<file path="config.mk">
export PLATFORM = sky130hd
export DESIGN_NAME = mmio_uart_tx
export DESIGN_NICKNAME = d
export VERILOG_FILES = /design/src/rtl/mmio_uart_tx.sv
export SDC_FILE = /design/constraint.sdc
export NUM_CORES = 1
export LEC_CHECK = 0
export BUFFER_PORTS_ARGS = -buffer_cell sky130_fd_sc_hd__buf_2
export CAP_MARGIN = 20
export CORE_MARGIN = 10
export CORE_UTILIZATION = 32
export CTS_CLUSTER_DIAMETER = 200
export DETAILED_ROUTE_END_ITERATION = 10
export GPL_TIMING_DRIVEN = 0
export SLEW_MARGIN = 20
export SYNTH_ARGS = -nofsm -noshare
export SYNTH_HDL_FRONTEND = slang
export SYNTH_SLANG_ARGS = --single-unit
</file>
<file path="constraint.sdc">
create_clock -name clk -period 5.56 [get_ports clk]
set_input_delay 0.278 -clock clk [delete_from_list [all_inputs] [get_ports clk]]
set_output_delay 0.278 -clock clk [all_outputs]
set_load 0.1 [all_outputs]
</file>
<file path="src/rtl/mmio_uart_tx.sv">
// Memory-mapped 8N1 UART transmitter: byte FIFO fed by core stores, STATUS readback.
// Frames are sent LSB first with CLKS_PER_BIT clocks per bit.
module mmio_uart_tx #(
    parameter logic [31:0] BASE_ADDR    = 32'h0000_0100,
    parameter int unsigned CLKS_PER_BIT = 16,
    parameter int unsigned FIFO_DEPTH   = 4
) (
    input  logic        clk,
    input  logic        reset,
    input  logic        MemWrite,
    input  logic [31:0] DataAdr,
    input  logic [31:0] WriteData,
    output logic [31:0] ReadData,
    output logic        tx,
    output logic        busy
);

    localparam int unsigned PW = (FIFO_DEPTH > 1) ? $clog2(FIFO_DEPTH) : 1;
    localparam int unsigned CW = $clog2(FIFO_DEPTH + 1);
    localparam int unsigned BW = 16;
    localparam logic [31:0]   STATUS_ADDR = BASE_ADDR + 32'd4;
    localparam logic [BW-1:0] BIT_RELOAD  = BW'(CLKS_PER_BIT - 1);

    localparam logic [1:0] IDLE  = 2'd0;
    localparam logic [1:0] START = 2'd1;
    localparam logic [1:0] DATA  = 2'd2;
    localparam logic [1:0] STOP  = 2'd3;

    logic [7:0]    mem [FIFO_DEPTH];
    logic [PW-1:0] rd_ptr, wr_ptr;
    logic [CW-1:0] count;
    logic          overflow;
    logic          empty, full;
    logic          data_hit, push, pop, ovf_set, ovf_clr;

    logic [1:0]    state, state_nx;
    logic [BW-1:0] bit_cnt, bit_cnt_nx;
    logic [2:0]    bit_idx, bit_idx_nx;
    logic [7:0]    shift, shift_nx;
    logic          tx_nx;
    logic [4:0]    count_ext;

    assign empty    = (count == '0);
    assign full     = (count == CW'(FIFO_DEPTH));
    assign data_hit = MemWrite && (DataAdr == BASE_ADDR);
    // A pop at the same edge frees the slot, so a push into a full FIFO is still accepted
    assign push     = data_hit && (!full || pop);
    assign ovf_set  = data_hit && full && !pop;
    assign ovf_clr  = MemWrite && (DataAdr == STATUS_ADDR) && WriteData[3];

    assign busy      = (state != IDLE) || !empty;
    assign count_ext = 5'(count);
    assign ReadData  = (DataAdr == STATUS_ADDR)
                     ? {24'b0, count_ext[3:0], overflow, busy, empty, full}
                     : 32'b0;

    // Next-state and bit timing
    always_comb begin
        state_nx   = state;
        bit_cnt_nx = bit_cnt;
        bit_idx_nx = bit_idx;
        shift_nx   = shift;
        tx_nx      = tx;
        pop        = 1'b0;
        case (state)
            IDLE: begin
                tx_nx = 1'b1;
                if (!empty) begin
                    pop        = 1'b1;
                    shift_nx   = mem[rd_ptr];
                    state_nx   = START;
                    tx_nx      = 1'b0;
                    bit_cnt_nx = BIT_RELOAD;
                end
            end
            START: begin
                if (bit_cnt == '0) begin
                    state_nx   = DATA;
                    bit_idx_nx = 3'd0;
                    tx_nx      = shift[0];
                    bit_cnt_nx = BIT_RELOAD;
                end else begin
                    bit_cnt_nx = bit_cnt - BW'(1);
                end
            end
            DATA: begin
                if (bit_cnt == '0) begin
                    bit_cnt_nx = BIT_RELOAD;
                    if (bit_idx == 3'd7) begin
                        state_nx = STOP;
                        tx_nx    = 1'b1;
                    end else begin
                        bit_idx_nx = bit_idx + 3'd1;
                        tx_nx      = shift[1];
                        shift_nx   = {1'b0, shift[7:1]};
                    end
                end else begin
                    bit_cnt_nx = bit_cnt - BW'(1);
                end
            end
            STOP: begin
                if (bit_cnt == '0) begin
                    if (!empty) begin
                        pop        = 1'b1;
                        shift_nx   = mem[rd_ptr];
                        state_nx   = START;
                        tx_nx      = 1'b0;
                        bit_cnt_nx = BIT_RELOAD;
                    end else begin
                        state_nx   = IDLE;
                        tx_nx      = 1'b1;
                        bit_cnt_nx = '0;
                    end
                end else begin
                    bit_cnt_nx = bit_cnt - BW'(1);
                end
            end
            default: begin
                state_nx = IDLE;
                tx_nx    = 1'b1;
            end
        endcase
    end

    always_ff @(posedge clk) begin
        if (reset) begin
            state   <= IDLE;
            bit_cnt <= '0;
            bit_idx <= '0;
            shift   <= '0;
            tx      <= 1'b1;
        end else begin
            state   <= state_nx;
            bit_cnt <= bit_cnt_nx;
            bit_idx <= bit_idx_nx;
            shift   <= shift_nx;
            tx      <= tx_nx;
        end
    end

    // FIFO pointers, occupancy and sticky overflow
    always_ff @(posedge clk) begin
        if (reset) begin
            rd_ptr   <= '0;
            wr_ptr   <= '0;
            count    <= '0;
            overflow <= 1'b0;
        end else begin
            if (push) wr_ptr <= wr_ptr + PW'(1);
            if (pop)  rd_ptr <= rd_ptr + PW'(1);
            if (push && !pop)      count <= count + CW'(1);
            else if (pop && !push) count <= count - CW'(1);
            if (ovf_clr)      overflow <= 1'b0;
            else if (ovf_set) overflow <= 1'b1;
        end
    end

    always_ff @(posedge clk) begin
        if (!reset && push) mem[wr_ptr] <= WriteData[7:0];
    end

endmodule

</file>
# Word level (Yosys, flattened, before mapping)
# Memories as Yosys holds them, arrays and structs flattened. A register that Yosys moved wholly into a read port is not among the register bits.
# Cells that the tools add are included.
# word_totals
out_inout_bits	34
reg_bits	38
mem_count	1
ram_bits	32
in_bits	67
# op_classes
muxes	37
n_eq_ne	13
reduce_logical	29
n_addsub	6
# memory_table
memory	words	width	read_ports	rd_ports_with_merged_regs	wr	line	source
mem	4	8	1	1	1	29	logic [7:0] mem [FIFO_DEPTH];
# op_table
operator	n
equality test 32 x 9 -> 1 bit, second input constant	2
2-to-1 mux 16 bit	3
case mux 16 bit (3 select lines)	1
2-to-1 mux 8 bit	4
case mux 8 bit (3 select lines)	1
zero test 16 bit	1
subtractor 16 x 1 -> 16 bit, second input constant	1
2-to-1 mux 3 bit	5
2-to-1 mux 2 bit	7
inequality test 2 bit, second input constant	6
2-to-1 mux 1 bit	10
logical AND 1 bit	9
case mux 2 bit (4 select lines)	1
AND reduction 4 bit	2
2-to-1 mux 7 bit	1
adder 3 x 1 -> 3 bit, second input constant	2
equality test 3 bit, second input constant	2
case mux 3 bit (2 select lines)	1
nonzero test 2 bit	3
zero test 1 bit	5
AND reduction 5 bit	1
adder 2 x 1 -> 2 bit, second input constant	2
equality test 2 bit, second input constant	2
2-to-1 mux 4 bit	1
10 further kinds	12

# Logic depth before layout (Yosys ltp)
# depth
depth_word	10
ltp_mapped	13
depth_no_buf	12

# Least setup slack after synthesis
# Ideal clock, no wire load.
# synth_timing
path_type	input port to output port
startpoint	in DataAdr[11]
endpoint	out ReadData[0]
arrival_ns	2.605
setup_slack_ns	2.677
required_time_ns	5.282
stages	5
path_cell_list	nor4b_1 > nand4_1 > nor2_1 > and3_1 > and2_1
# synth_via
elab_chain_len	2
# synth_rtl
item	line	source
start: declaration	11	input logic [31:0] DataAdr,
equality test 32 x 9 -> 1 bit	53	assign ReadData = (DataAdr == STATUS_ADDR)
2-to-1 mux 7 bit	54	? {24'b0, count_ext[3:0], overflow, busy, empty, full}
end: declaration	13	output logic [31:0] ReadData,
# No other way between the ends.

# Worst setup path in the final report
# layout_timing
startpoint	reg bit_cnt[0]
endpoint	reg count[2]
# layout_via
elab_chain_len	8
elab_cells_between_ends	11
# layout_rtl
item	line	source
start: declaration	37	logic [BW-1:0] bit_cnt, bit_cnt_nx;
start signal: assignment	134	bit_cnt <= bit_cnt_nx;
zero test 16 bit (*)	102	if (bit_cnt == '0) begin
2-to-1 mux 1 bit (*)	102	
case mux 1 bit (2 select lines) (*)	65	case (state)
logical OR 1 bit	47	assign push = data_hit && (!full || pop);
logical AND 1 bit	47	
zero test 1 bit	152	else if (pop && !push) count <= count - CW'(1);
logical AND 1 bit	152	
nonzero test 2 bit (no line)	--	
end signal: assignment	151	if (push && !pop) count <= count + CW'(1);
end signal: assignment	152	
end: declaration	31	logic [CW-1:0] count;
# Every way passes the cells marked *; elsewhere a longest branch is shown, timed or not.
# A chain may end at the register's enable or synchronous reset.

==> metrics.txt <==
endpoints failing hold=0; worst setup margin=roughly 2.6 ns; crit-path max FO=6; FF-to-FF Start=bit_cnt[0]; Yosys warnings=0; share of layout cells above drive strength 1=0.281; FMAX=336 MHz; Core Area=around 12000 um2; Clock Skew=~0.0074 ns; full die area=between 15000 and 20000 um2; nets@finish=~520; power per cell area=between 500 and 600 nW/um2; mean area per synthesized cell=10.6 um2; Post-synth EDFFs=32; top_reg_cell synth=dfxtp_1; final non-filler cell total=approximately 600; Max-cap violations=0; sequential area share after synthesis=0.464; Vias/cell=between 4 and 5; gp weighted congestion=slightly below 0.8; first-pass GRT wire length=between 10000 and 15000 um; Yosys reg bits=72; initial antenna violation count=0; RSZ-0062 raised after global routing=false; Post-Route WL=between 8000 and 9000 um; Worst path top cell family by delay=simple AND/OR/NAND/NOR gates; first-pass detailed-route iteration total=4; data arrival time of the critical path=around 3.2 ns; DR DRC count=0; antenna cell count=0; buffers added on ports=51; Worst path max stage delay=between 0.3 and 0.4 ns; HPWL Detailed=roughly 6400 um; Num Clock Sinks=72; WHS=approximately 0.15 ns; CP max stage cell=nor3b_2; DRT antenna net count=0; CTS clk-pin slew, worst paths=0.06 ns; Async SR Flop Fraction=0; postcts setup bufs=0; Mapped Cells=about 360; Die Height=129 um; Critical R2R Capture=count[2]; Setup crit end kind=flop; worst slew pin tran=~0.67 ns; Worst-Skew Late Latency=approximately 0.34 ns; Final Slew Violations=0; Min-Delay Path Class=primary input to flop; CP Launch Type=flop; Clock Tree Root=clkbuf_16; Remaining Overflow, GRT=0; status=completed; largest net degree at the start of global routing=17; WS Path Type=flop to flop; vias after detailed routing=about 2.9k; row cnt=39; Final setup viols=0; Hold Path Stages=2; R2R cell count=12; Max-slew headroom=0.550; worst reg2reg setup slack=between 2 and 3 ns; minimum clock period=between 2 and 3 ns; library cells used by synthesis=between 60 and 70; Chip Width=around 130 um; DRT iter0 DRCs=139; Post-Syn Area=around 3800 um2; Leak Pwr=1.92 nW; vias in the first global route=roughly 2.9k; I/O Pins=around 100; Final Cycle Share=0.535; Initial Util=0.329; setup TNS=0 ns; total CTS buffers=9; Area Overhead vs Synth=21.6%; CTS H-tree lvls=3; wire per inst=14.1 um; Worst Path Required=about 5.8 ns; Critical path buffers and inverters=2; gr usage total=0.103; # hold bufs at CTS=0; crit path cell chain=inv_1 -> ha_1 -> nor3b_2 -> and3_2 -> a21oi_2 -> and2b_2 -> ha_1 -> inv_1 -> fa_1 -> xor2_1 -> or3_1 -> a21oi_1; CTS tree=yes; CTS resizes=0; VDD IR max=roughly 210 uV; hold path endpoint=overflow; Clock Path Buffers=2; pre-CTS setup slack=about 2.6 ns; HP Start=MemWrite; placed instance count=~580
cells in the mapped netlist, drive strengths merged (3+ instances only):
library cell | number | area, um2
or3 | 7 | 43.8
a211oi | 4 | 30.0
nor3 | 14 | 80.1
nor4b | 3 | 41.3
nor2 | 33 | 134
and2 | 5 | 31.3
nand2b | 3 | 18.8
edfxtp | 32 | 961
nand2 | 19 | 71.3
ha | 13 | 163
nand3 | 6 | 30.0
o2bb2ai | 8 | 70.1
buf | 30 | 224
dfxtp | 40 | 801
clkbuf | 5 | 18.8
mux2 | 3 | 33.8
mux2i | 13 | 130
inv | 16 | 60.1
and3 | 7 | 45.1
a21oi | 18 | 93.8
nor4 | 12 | 96.3
nand4 | 6 | 37.5
o21ai | 11 | 55.1
or4 | 3 | 26.3
mux4 | 8 | 180
a21o | 3 | 22.5
flip-flops by register name, summed over array words and instances (netlist names), named ones only:
register,flops
mem,32
bit_cnt,16
shift,8
bit_idx,3
count,3
rd_ptr,2
state,2
wr_ptr,2
overflow,1
tx,1
kinds of logic after synthesis:
logic type,share of synthesized area
AO/OA/AOI/OAI,0.109
XOR/XNOR,0.00924
adder cells (fa/ha/maj),0.0482
buffers and inverters,0.0808
flip-flops,0.464
multiplexers,0.0907
other,0.000988
AND/OR/NAND/NOR,0.197
routing by layer:
layer	GRT usage	wire (um)	vias to the layer above	part of all wire
li1	-	-	1437	-
met1	0.117	3680	1359	0.44
met2	0.169	3920	90	0.47
met3	0.0419	622	9	0.075
met4	0.0441	119	0	0.014
met5	0	0	-	0
metrics by stage:
stage	total power [mW]	utilization	area, um2
floorplan	1.61	-	3880
detailed placement	1.83	0.375	4320
CTS	2.41	0.400	4610
global route	2.56	0.400	4610
global placement	1.81	0.375	4320
finish	2.39	0.400	4610
where the power goes:
part	leakage [nW]	switching [mW]	total, mW	internal (mW)
Combinational	1.16	0.707	1.13	0.424
Clock	0.147	0.249	0.566	0.317
Sequential	0.613	0.0699	0.691	0.621
Total	1.92	1.03	2.39	1.36
cell usage in the layout (no fill, tap or decap), drive strengths merged, types with 3 or more instances in the layout:
cell type	n
a211oi	4
a21o	3
a21oi	18
and2	5
and3	7
buf	81
clkbuf	14
conb	25
dfxtp	40
edfxtp	32
ha	13
inv	22
mux2	3
mux2i	13
mux4	8
nand2	19
nand2b	3
nand3	6
nand4	6
nor2	33
nor3	14
nor4	12
nor4b	3
o21ai	11
o2bb2ai	8
or3	7
or4	3
how the worst max path moves through the flow:
stage / startpoint / endpoint / slack (ns) / cells after the start
after floorplan: DataAdr[11] / ReadData[0] / 2.68 / 5
after global placement: bit_cnt[0] / count[2] / 2.65 / 12
after detailed placement: bit_cnt[0] / count[2] / 2.59 / 12
after CTS: bit_cnt[0] / count[2] / 2.57 / 12
after global routing: bit_cnt[0] / count[2] / 2.37 / 12
final: bit_cnt[0] / count[2] / 2.59 / 12
layout make-up:
type,count,area [um2]
Clock buffer,9,225
Clock inverter,7,68.8
Inverter,17,63.8
Buffer,35,243
Timing Repair Buffer,51,255
Tap cell,143,179
Multi-Input combinational cell,257,1820
Fill cell,1114,6900
Sequential cell,72,1760
(Power assumes the default switching activity.)
